<file path="config.mk">
export PLATFORM = sky130hd
export DESIGN_NAME = cdm16_seq_ctrl
export DESIGN_NICKNAME = d
export VERILOG_FILES = /design/src/rtl/cdm_pkg.sv /design/src/rtl/Arraymul_eight_eight.sv /design/src/rtl/adder8_8.sv /design/src/rtl/cdm16_lane_acc.sv /design/src/rtl/cdm8_40.sv /design/src/rtl/cdm16_seq_ctrl.sv
export SDC_FILE = /design/constraint.sdc
export NUM_CORES = 1
export LEC_CHECK = 0
export CAP_MARGIN = 25
export CORE_ASPECT_RATIO = 0.8
export CORE_UTILIZATION = 53
export DETAILED_ROUTE_END_ITERATION = 8
export GPL_TIMING_DRIVEN = 1
export PLACE_DENSITY = 0.78
export SYNTH_ARGS = -nofsm -noshare
export SYNTH_HDL_FRONTEND = slang
export SYNTH_SLANG_ARGS = --single-unit
</file>
<file path="constraint.sdc">
create_clock -name clk -period 24.5 [get_ports clk]
set_input_delay 4.9 -clock clk [delete_from_list [all_inputs] [get_ports clk]]
set_output_delay 4.9 -clock clk [all_outputs]
set_load 0.01 [all_outputs]
</file>
<file path="src/rtl/cdm_pkg.sv">
// Shared types and constants for the CDM16 sequential multiplier controller.
package cdm_pkg;

  localparam int LANE_W    = 8;
  localparam int PROD_W    = 16;
  localparam int NUM_LANES = 4;

  // One state per partial product, plus idle and result-hold.
  typedef enum logic [2:0] {
    IDLE,
    LL,
    HL,
    LH,
    HH,
    DONE
  } state_t;

  // Lowest byte lane that the current partial product lands in.
  // The product's low byte goes to that lane and its high byte to the next lane up.
  function automatic logic [1:0] lane_base(input state_t s);
    case (s)
      HL, LH:  lane_base = 2'd1;
      HH:      lane_base = 2'd2;
      default: lane_base = 2'd0;
    endcase
  endfunction

endpackage

</file>
<file path="src/rtl/Arraymul_eight_eight.sv">
// Exact 8x8 array multiplier built as a sum of shifted partial-product rows.
module Arraymul_eight_eight
  import cdm_pkg::*;
(
  input  logic [LANE_W-1:0] a,
  input  logic [LANE_W-1:0] b,
  output logic [PROD_W-1:0] p
);

  // Add one shifted copy of a for every set bit of b.
  always_comb begin
    p = '0;
    for (int i = 0; i < LANE_W; i++) begin
      if (b[i]) p = p + ({{(PROD_W-LANE_W){1'b0}}, a} << i);
    end
  end

endmodule

</file>
<file path="src/rtl/adder8_8.sv">
// Byte-lane adder: the sum wraps modulo 256 and there is no carry-out.
module adder8_8
  import cdm_pkg::*;
(
  input  logic [LANE_W-1:0] a,
  input  logic [LANE_W-1:0] b,
  output logic [LANE_W-1:0] s
);

  assign s = a + b;

endmodule

</file>
<file path="src/rtl/cdm16_lane_acc.sv">
// Four independent byte-lane accumulators. Each product is added into lanes
// base and base+1. Lanes never exchange carries.
module cdm16_lane_acc
  import cdm_pkg::*;
(
  input  logic                                 clk,
  input  logic                                 rst,
  input  logic                                 clr,
  input  logic                                 acc_en,
  input  logic [1:0]                           base,
  input  logic [PROD_W-1:0]                    p,
  output logic [NUM_LANES-1:0][LANE_W-1:0]     lanes
);

  logic [NUM_LANES-1:0][LANE_W-1:0] lane_q, addend, sum;

  // Lanes start at zero after clr. L0 and L3 therefore only ever receive a
  // single product byte, so their "load" is the same as an add to zero.
  for (genvar gi = 0; gi < NUM_LANES; gi++) begin : g_lane
    localparam logic [2:0] IDX = 3'(gi);
    assign addend[gi] = ({1'b0, base} == IDX)         ? p[LANE_W-1:0]      :
                        ({1'b0, base} + 3'd1 == IDX)  ? p[PROD_W-1:LANE_W] :
                                                        '0;
    adder8_8 u_add (.a(lane_q[gi]), .b(addend[gi]), .s(sum[gi]));
  end

  // Lane registers: clear on accept, accumulate during product cycles.
  always_ff @(posedge clk or posedge rst) begin
    if (rst)         lane_q <= '0;
    else if (clr)    lane_q <= '0;
    else if (acc_en) lane_q <= sum;
  end

  assign lanes = lane_q;

endmodule

</file>
<file path="src/rtl/cdm8_40.sv">
// Approximate 8x8 multiplier. It forms four exact 4x4 nibble products and
// accumulates them into 4-bit lanes. Any carry out of a nibble lane is dropped,
// which is the same carry-disregard scheme applied one level down.
module cdm8_40
  import cdm_pkg::*;
(
  input  logic [LANE_W-1:0] a,
  input  logic [LANE_W-1:0] b,
  output logic [PROD_W-1:0] p
);

  logic [7:0] pll, phl, plh, phh;
  logic [3:0] n0, n1, n2, n3;

  assign pll = {4'b0, a[3:0]} * {4'b0, b[3:0]};
  assign phl = {4'b0, a[7:4]} * {4'b0, b[3:0]};
  assign plh = {4'b0, a[3:0]} * {4'b0, b[7:4]};
  assign phh = {4'b0, a[7:4]} * {4'b0, b[7:4]};

  assign n0 = pll[3:0];
  assign n1 = pll[7:4] + phl[3:0] + plh[3:0];
  assign n2 = phl[7:4] + plh[7:4] + phh[3:0];
  assign n3 = phh[7:4];

  assign p = {n3, n2, n1, n0};

endmodule

</file>
<file path="src/rtl/cdm16_seq_ctrl.sv">
// CDM16 sequential controller. Issues one 8x8 partial product per clock into
// byte-lane accumulators and drops inter-lane carries. Valid/ready on both sides.
module cdm16_seq_ctrl
  import cdm_pkg::*;
#(
  parameter int CNT_W = 16
) (
  input  logic             clk,
  input  logic             rst,
  input  logic             in_valid,
  output logic             in_ready,
  input  logic [15:0]      A,
  input  logic [15:0]      B,
  output logic             out_valid,
  input  logic             out_ready,
  output logic [31:0]      R,
  output logic             busy,
  output logic [CNT_W-1:0] op_cnt
);

  state_t                           state;
  logic [15:0]                      a_q, b_q;
  logic [LANE_W-1:0]                mul_a, mul_b;
  logic [PROD_W-1:0]                p_cdm, p_mul, p_sel;
  logic [NUM_LANES-1:0][LANE_W-1:0] lanes;
  logic                             acc_en, clr;

  // The LL product uses the approximate unit, which sees only the low bytes.
  cdm8_40 u_cdm (.a(a_q[7:0]), .b(b_q[7:0]), .p(p_cdm));

  // Select the byte pair that the shared exact multiplier works on in this state.
  always_comb begin
    mul_a = a_q[15:8];
    mul_b = b_q[7:0];
    case (state)
      LH:      begin mul_a = a_q[7:0];  mul_b = b_q[15:8]; end
      HH:      begin mul_a = a_q[15:8]; mul_b = b_q[15:8]; end
      default: ;
    endcase
  end

  Arraymul_eight_eight u_mul (.a(mul_a), .b(mul_b), .p(p_mul));

  assign p_sel  = (state == LL) ? p_cdm : p_mul;
  assign acc_en = (state == LL) || (state == HL) || (state == LH) || (state == HH);
  assign clr    = (state == IDLE) && in_valid && in_ready;

  cdm16_lane_acc u_acc (
    .clk    (clk),
    .rst    (rst),
    .clr    (clr),
    .acc_en (acc_en),
    .base   (lane_base(state)),
    .p      (p_sel),
    .lanes  (lanes)
  );

  // R comes straight from the lane registers, so it stays stable while in DONE.
  assign R = lanes;

  // Sequencer with registered handshake and status outputs.
  always_ff @(posedge clk or posedge rst) begin
    if (rst) begin
      state     <= IDLE;
      in_ready  <= 1'b1;
      out_valid <= 1'b0;
      busy      <= 1'b0;
      op_cnt    <= '0;
      a_q       <= '0;
      b_q       <= '0;
    end else begin
      case (state)
        IDLE: if (in_valid && in_ready) begin
          a_q      <= A;
          b_q      <= B;
          in_ready <= 1'b0;
          busy     <= 1'b1;
          state    <= LL;
        end
        LL: state <= HL;
        HL: state <= LH;
        LH: state <= HH;
        HH: begin
          out_valid <= 1'b1;
          state     <= DONE;
        end
        DONE: if (out_ready) begin
          out_valid <= 1'b0;
          op_cnt    <= op_cnt + CNT_W'(1);
          in_ready  <= 1'b1;
          busy      <= 1'b0;
          state     <= IDLE;
        end
        default: state <= IDLE;
      endcase
    end
  end

endmodule

</file>
==> impl_metrics.py <==
metrics = {
    "min_path": {
        "holdPathStages": 1,
        "hp-class": "register to register",
    },
    "grt": {
        "grt_max_degree": 45,
        "grt_pass1_vias": 9056,
        "track_usage": 0.280,
        "grt_pass1_wl_um": 46300,
        "antenna_found_initial": 0,
        "overflow": 0,
    },
    "worst_setup_path": {
        "crit_path_max_fanout": 23,
        "critPathRequiredTime_ns": 24.72,
        "cp_data_arrival_time_ns": 13.73,
        "worst-r2r-cell-count": 56,
        "crit_path_max_incr_delay_ns": 0.77,
        "crit_top_cell": "a21oi_1",
        "cpMaxStageDelayCell": "or3b_1",
        "critical_path_class": "register to register",
        "start_kind": "register",
        "rrSetupSlack_ns": 10.99,
        "end_kind": "register",
    },
    "synth": {
        "synth_top_area_frac": 0.200,
        "syn_inst": 1257,
        "synth_edf_count": 0,
        "netlist_top_cells_area": "dfrtp_1, ha_1, fa_1",
        "yosysMostFrequentCell": "ha_1",
        "yosys-top-cells-count": "ha_1, nand2_1, inv_1",
        "synth_seq_area_share": 0.202,
        "synth_area_leader_cell": "dfrtp_1",
        "yosysWarnings": 0,
        "syn_nets": 1458,
        "synth_area_per_cell_um2": 8.47,
        "ys.flop_type": "dfrtp_1",
        "ys_ff_latch": 86,
        "syn_area_mm2": 0.0106,
        "synth_cell_types": 85,
        "ys_async_sr_fraction": 1.00,
    },
    "sta": {
        "slew-limit-headroom": 0.320,
        "hold_viol": 0,
        "maxClockFrequency_mhz": 74.0,
        "setup_viol": 0,
        "slew_violations": 0,
        "skew_ns": 0.0119,
        "rsz0062_at_grt": "false",
        "fin_crit_ns": 13.51,
        "post-route-period-util": 0.551,
        "setup_tns_ns": 0,
        "worstMarginPinSlew_ns": 1.02,
    },
    "cells_and_area": {
        "fin_nets": 1514,
        "synthToLayoutAreaGrowth_pct": 12.9,
        "stdcell_count": 1576,
        "num_antenna_cells": 0,
        "drive_above_1_share": 0.0744,
        "nFillCells": 1627,
    },
    "die": {
        "core-area_mm2": 0.0193,
        "die_h_um": 129,
        "fp.dieW_um": 160,
        "ioPinCount": 87,
        "start_util": 0.551,
        "rows": 45,
        "fp.dieArea_mm2": 0.0207,
    },
    "placement": {
        "place_inst": 1559,
        "globalplace.congestion": 0.959,
        "dp_hpwl_um": 21800,
        "portBuffers": 86,
    },
    "routing": {
        "antenna_left": 0,
        "drtPass1Iterations": 5,
        "vias_per_cell": 6.07,
        "drt_iter0_drc": 1048,
        "drt_wl_total_um": 28300,
        "dr_total_vias": 9561,
        "drc_errors": 0,
        "wl_per_cell_um": 18.0,
    },
    "status": {
        "status": "finished clean",
    },
    "clocking": {
        "cts_tree": "done",
        "cts.sinks": 86,
        "cts_root_buf": "clkbuf_16",
        "postCtsResizedCells": 0,
        "cts_hold_buf": 0,
        "clk_pin_slew_ns": 0.07,
        "post-cts-setup-buffers": 0,
        "clk_latency_ns": 0.36,
        "cts_buffers": 9,
        "htree_levels": 3,
        "ctsLongestPathBuffers": 2,
    },
    "flow_run": {
        "max_cap_viol_count": 0,
    },
}
==> placed cells by master (no fill, tap or decap), types with 8 or more instances in the layout <==
cell type        count
xnor2_1             66
mux2_2              44
a31oi_1             11
o21bai_1            18
clkbuf_16            9
dfrtp_1             85
and2_1              40
and3_1              13
fa_1                35
nand2_1            125
ha_1               130
a32o_1               8
o21ai_0             55
nor2_1              93
o22ai_1             12
a21o_1              32
inv_1               96
o31ai_1              8
clkdlybuf4s50_1     86
a21oi_1             80
nand2b_1            13
or3_1               11
mux2i_1             23
xor2_1              33
o21a_1              12
nand3_1             19
nor3_1              17
buf_4               13
==> final cells by class <==
type	instances	area (um^2)	area share
clock buffer	11	243	0.0202
clock inverter	5	67.6	0.00562
inverter	98	369	0.0307
multi-input combinational	1018	7900	0.657
sequential	86	2150	0.179
tap	258	323	0.0269
timing repair buffer	100	970	0.0807
==> stage by stage <==
| step | area (um^2) | hold WS, ns | utilization | setup WS, ns |
|---|---|---|---|---|
| after CTS | 12000 | 0.482 | 0.622 | 11.27 |
| after floorplan | 10600 | 0.474 | - | 13.07 |
| after detailed placement | 11700 | 0.466 | 0.606 | 11.34 |
| final | 12000 | 0.479 | 0.622 | 10.99 |
| after global placement | 11700 | 0.461 | 0.605 | 11.77 |
| after global routing | 12000 | 0.488 | 0.622 | 10.09 |
==> path summary, 6_finish.rpt <==
check,to,from
worst max-delay path,u_acc.lanes[15],state[2]
worst min-delay path,busy,busy
worst max register to register,u_acc.lanes[15],state[2]
worst min register to register,busy,busy
max in group asynchronous,u_acc.lanes[16],rst
min in group asynchronous,op_cnt[10],rst
==> critical path, delay by kind of cell, from the launching register on <==
family | cells | cell delay (ns)
mux | 2 | 0.58
xor+xnor | 4 | 0.83
compound gates | 25 | 4.78
simple gates | 16 | 3.73
fa+ha+maj | 8 | 2.60
buf+inv | 1 | 0.06
flops | 1 | 0.76
==> flip-flops by register name, indices dropped and copies added, names as in the netlist <==
name         count
busy             1
b_q             16
in_ready         1
u_acc.lanes     32
a_q             16
state            3
out_valid        1
op_cnt          16
==> routing by layer <==
metal / vias to the layer above / track usage / part of all wire
li1: 4541 / - / -
met3: 43 / 0.0590 / 0.085
met2: 396 / 0.439 / 0.44
met1: 4581 / 0.391 / 0.45
met4: 0 / 0.0751 / 0.022
met5: - / 0 / 0
==> cells by family after synthesis <==
logic type / synth area share
and+or+nand+nor: 0.170
AOI/OAI and AO/OA: 0.197
muxes: 0.0721
adders and majority gates: 0.221
xor gates and xnor gates: 0.0815
DFF: 0.202
buffers and inverters: 0.0571
Power is left out: the tool's default activity adds up to more than one toggle a clock period on the data nets, which glitch-free logic cannot reach.
==> edit, RTL diff (config.mk and constraints unchanged) <==
Make the reset (`rst`) synchronous in 2 clocked blocks.
--- a/src/rtl/cdm16_lane_acc.sv
+++ b/src/rtl/cdm16_lane_acc.sv
@@ -27,3 +27,3 @@
   // Lane registers: clear on accept, accumulate during product cycles.
-  always_ff @(posedge clk or posedge rst) begin
+  always_ff @(posedge clk) begin
     if (rst)         lane_q <= '0;
--- a/src/rtl/cdm16_seq_ctrl.sv
+++ b/src/rtl/cdm16_seq_ctrl.sv
@@ -61,3 +61,3 @@
   // Sequencer with registered handshake and status outputs.
-  always_ff @(posedge clk or posedge rst) begin
+  always_ff @(posedge clk) begin
     if (rst) begin
Check against the original RTL: not equivalent (Yosys sat finds a counterexample within 4 cycles, from zero or initial values and one cycle with rst high; the reset may be asserted at any time).
==> edit against the original RTL <==
Routed wire length shrank 4.3%. Synthesized cell count grew 6.2%. Via count grew 1.6%. Worst setup slack gained 180 ps. Largest cell class unchanged. Maximum frequency grew 1.3%. Sequential cell count is the same. Sequential share of layout area shrank 3.0 points. Synthesized area shrank 3.8%. Critical path type unchanged. Final cell count grew 4.3%. Design area shrank 4.0%.
Power is left out: it rests on default switching activity, and per cell area and clock period it moved more than threefold.
==> edit: results (changes against the original RTL) <==
[place]
post-dp-hpwl_um = 20700  ; -5.1%
dpl_worst_slack_ps = 11460  ; +128 ps
dp.cells = 1627  ; +4.4%
place_congestion = 0.964  ; +0.55%
io_buffers = 86  ; unchanged
dpl-instance-area_mm2 = 0.0113  ; -3.8%

[global_routing]
grt_pass1_wl_um = 45200  ; -2.5%
grt_max_degree = 56  ; +24%
grtUsageTotal_pct = 28.3  ; +0.26 points
grt_pass1_vias = 9248  ; +2.1%

[worst_hold_path]
min_from = a_q[15]
hold_depth = 2  ; +1
hold_end = a_q[15]

[worst_setup_path]
r2r-start = state[0]
reg2reg_to = u_acc.lanes[15]
arrival_ps = 13620  ; -110 ps
r2r_cells = 55  ; -1.8%
slowest_delay_ps = 1040  ; +270 ps
path_max_fanout = 36  ; +57%
cp_slowest_cell = dfxtp_1

[layout]
area_growth_pct = 12.7
final_nets = 1582  ; +4.5%
drive_gt1_share_pct = 5.27  ; -2.2 points
nFillCells = 1724  ; +6.0%
finalNonFillerCells = 1643  ; +4.3%

[logic_synthesis]
ys_types = 79  ; -7.1%
synth.top_cells.by_area = dfxtp_1 (17%), ha_1 (16%), nand2_1 (7.6%), fa_1 (6.8%), xnor2_1 (6.6%)
synth_seq_area_share_pct = 16.8  ; -3.4 points
synth_commonest_cells = nand2_1 (207), a21oi_1 (131), ha_1 (131), nor2_1 (110), dfxtp_1 (86)
syn_inst = 1335  ; +6.2%
async_flop_share_pct = 0  ; -100 points
syn_nets = 1537  ; +5.4%

[sta]
finClkSkew_ps = 5.54  ; -6.39 ps
maxSlewHeadroom_pct = 27.1  ; -4.9 points

[route]
first_pass_iters = 8  ; +3
vias = 9714  ; +1.6%
drt-initial-drc-count = 765  ; -27%
wirelength_um = 27100  ; -4.3%

[status]
status = completed

-- edit: worst max-delay path: cells and delay by family, from the launching register on --
family / cells / cell delay [ps]
simple gates: 16 / 3570
compound gates: 22 / 4400
mux: 3 / 830
buf+inv: 1 / 60
fa+ha+maj: 8 / 2710
xor+xnor: 5 / 610
flops: 1 / 1040
-- edit: metal layers --
| layer | up-vias | GRT usage (%) | wire length [µm] |
|---|---|---|---|
| met4 | 0 | 8.97 | 646 |
| li1 | 4752 | - | - |
| met5 | - | 0 | 0 |
| met2 | 325 | 44.9 | 12000 |
| met1 | 4588 | 38.5 | 12500 |
| met3 | 49 | 5.53 | 1910 |
-- edit: logic make-up (layout without fill, tap and decap cells) --
logic type | Yosys count | after routing | synth area share (%)
fa+ha+maj | 168 | 168 | 23.0
xor+xnor | 100 | 100 | 8.55
compound gates | 353 | 353 | 22.6
mux | 28 | 28 | 2.98
flops | 86 | 86 | 16.8
buf+inv | 136 | 186 | 5.22
simple gates | 464 | 464 | 20.8
-- edit: area by class of cell --
| cell class | count | share of cell area [%] |
|---|---|---|
| inverter | 72 | 2.34 |
| timing repair buffer | 98 | 8.20 |
| clock buffer | 11 | 2.10 |
| sequential | 86 | 14.9 |
| clock inverter | 5 | 0.369 |
| tap | 258 | 2.80 |
| multi-input combinational | 1113 | 69.3 |
-- edit: worst max path at each step --
stage / from / endpoint / slack [ps] / cells past startpoint
2_1_floorplan: state[1] / u_acc.lanes[15] / 13540 / 58
3_3_place_gp: state[0] / u_acc.lanes[15] / 11820 / 47
3_5_place_dp: state[0] / u_acc.lanes[15] / 11460 / 55
4_1_cts: state[0] / u_acc.lanes[15] / 11420 / 55
5_1_grt: state[0] / u_acc.lanes[15] / 10310 / 54
6_report: state[0] / u_acc.lanes[15] / 11170 / 55
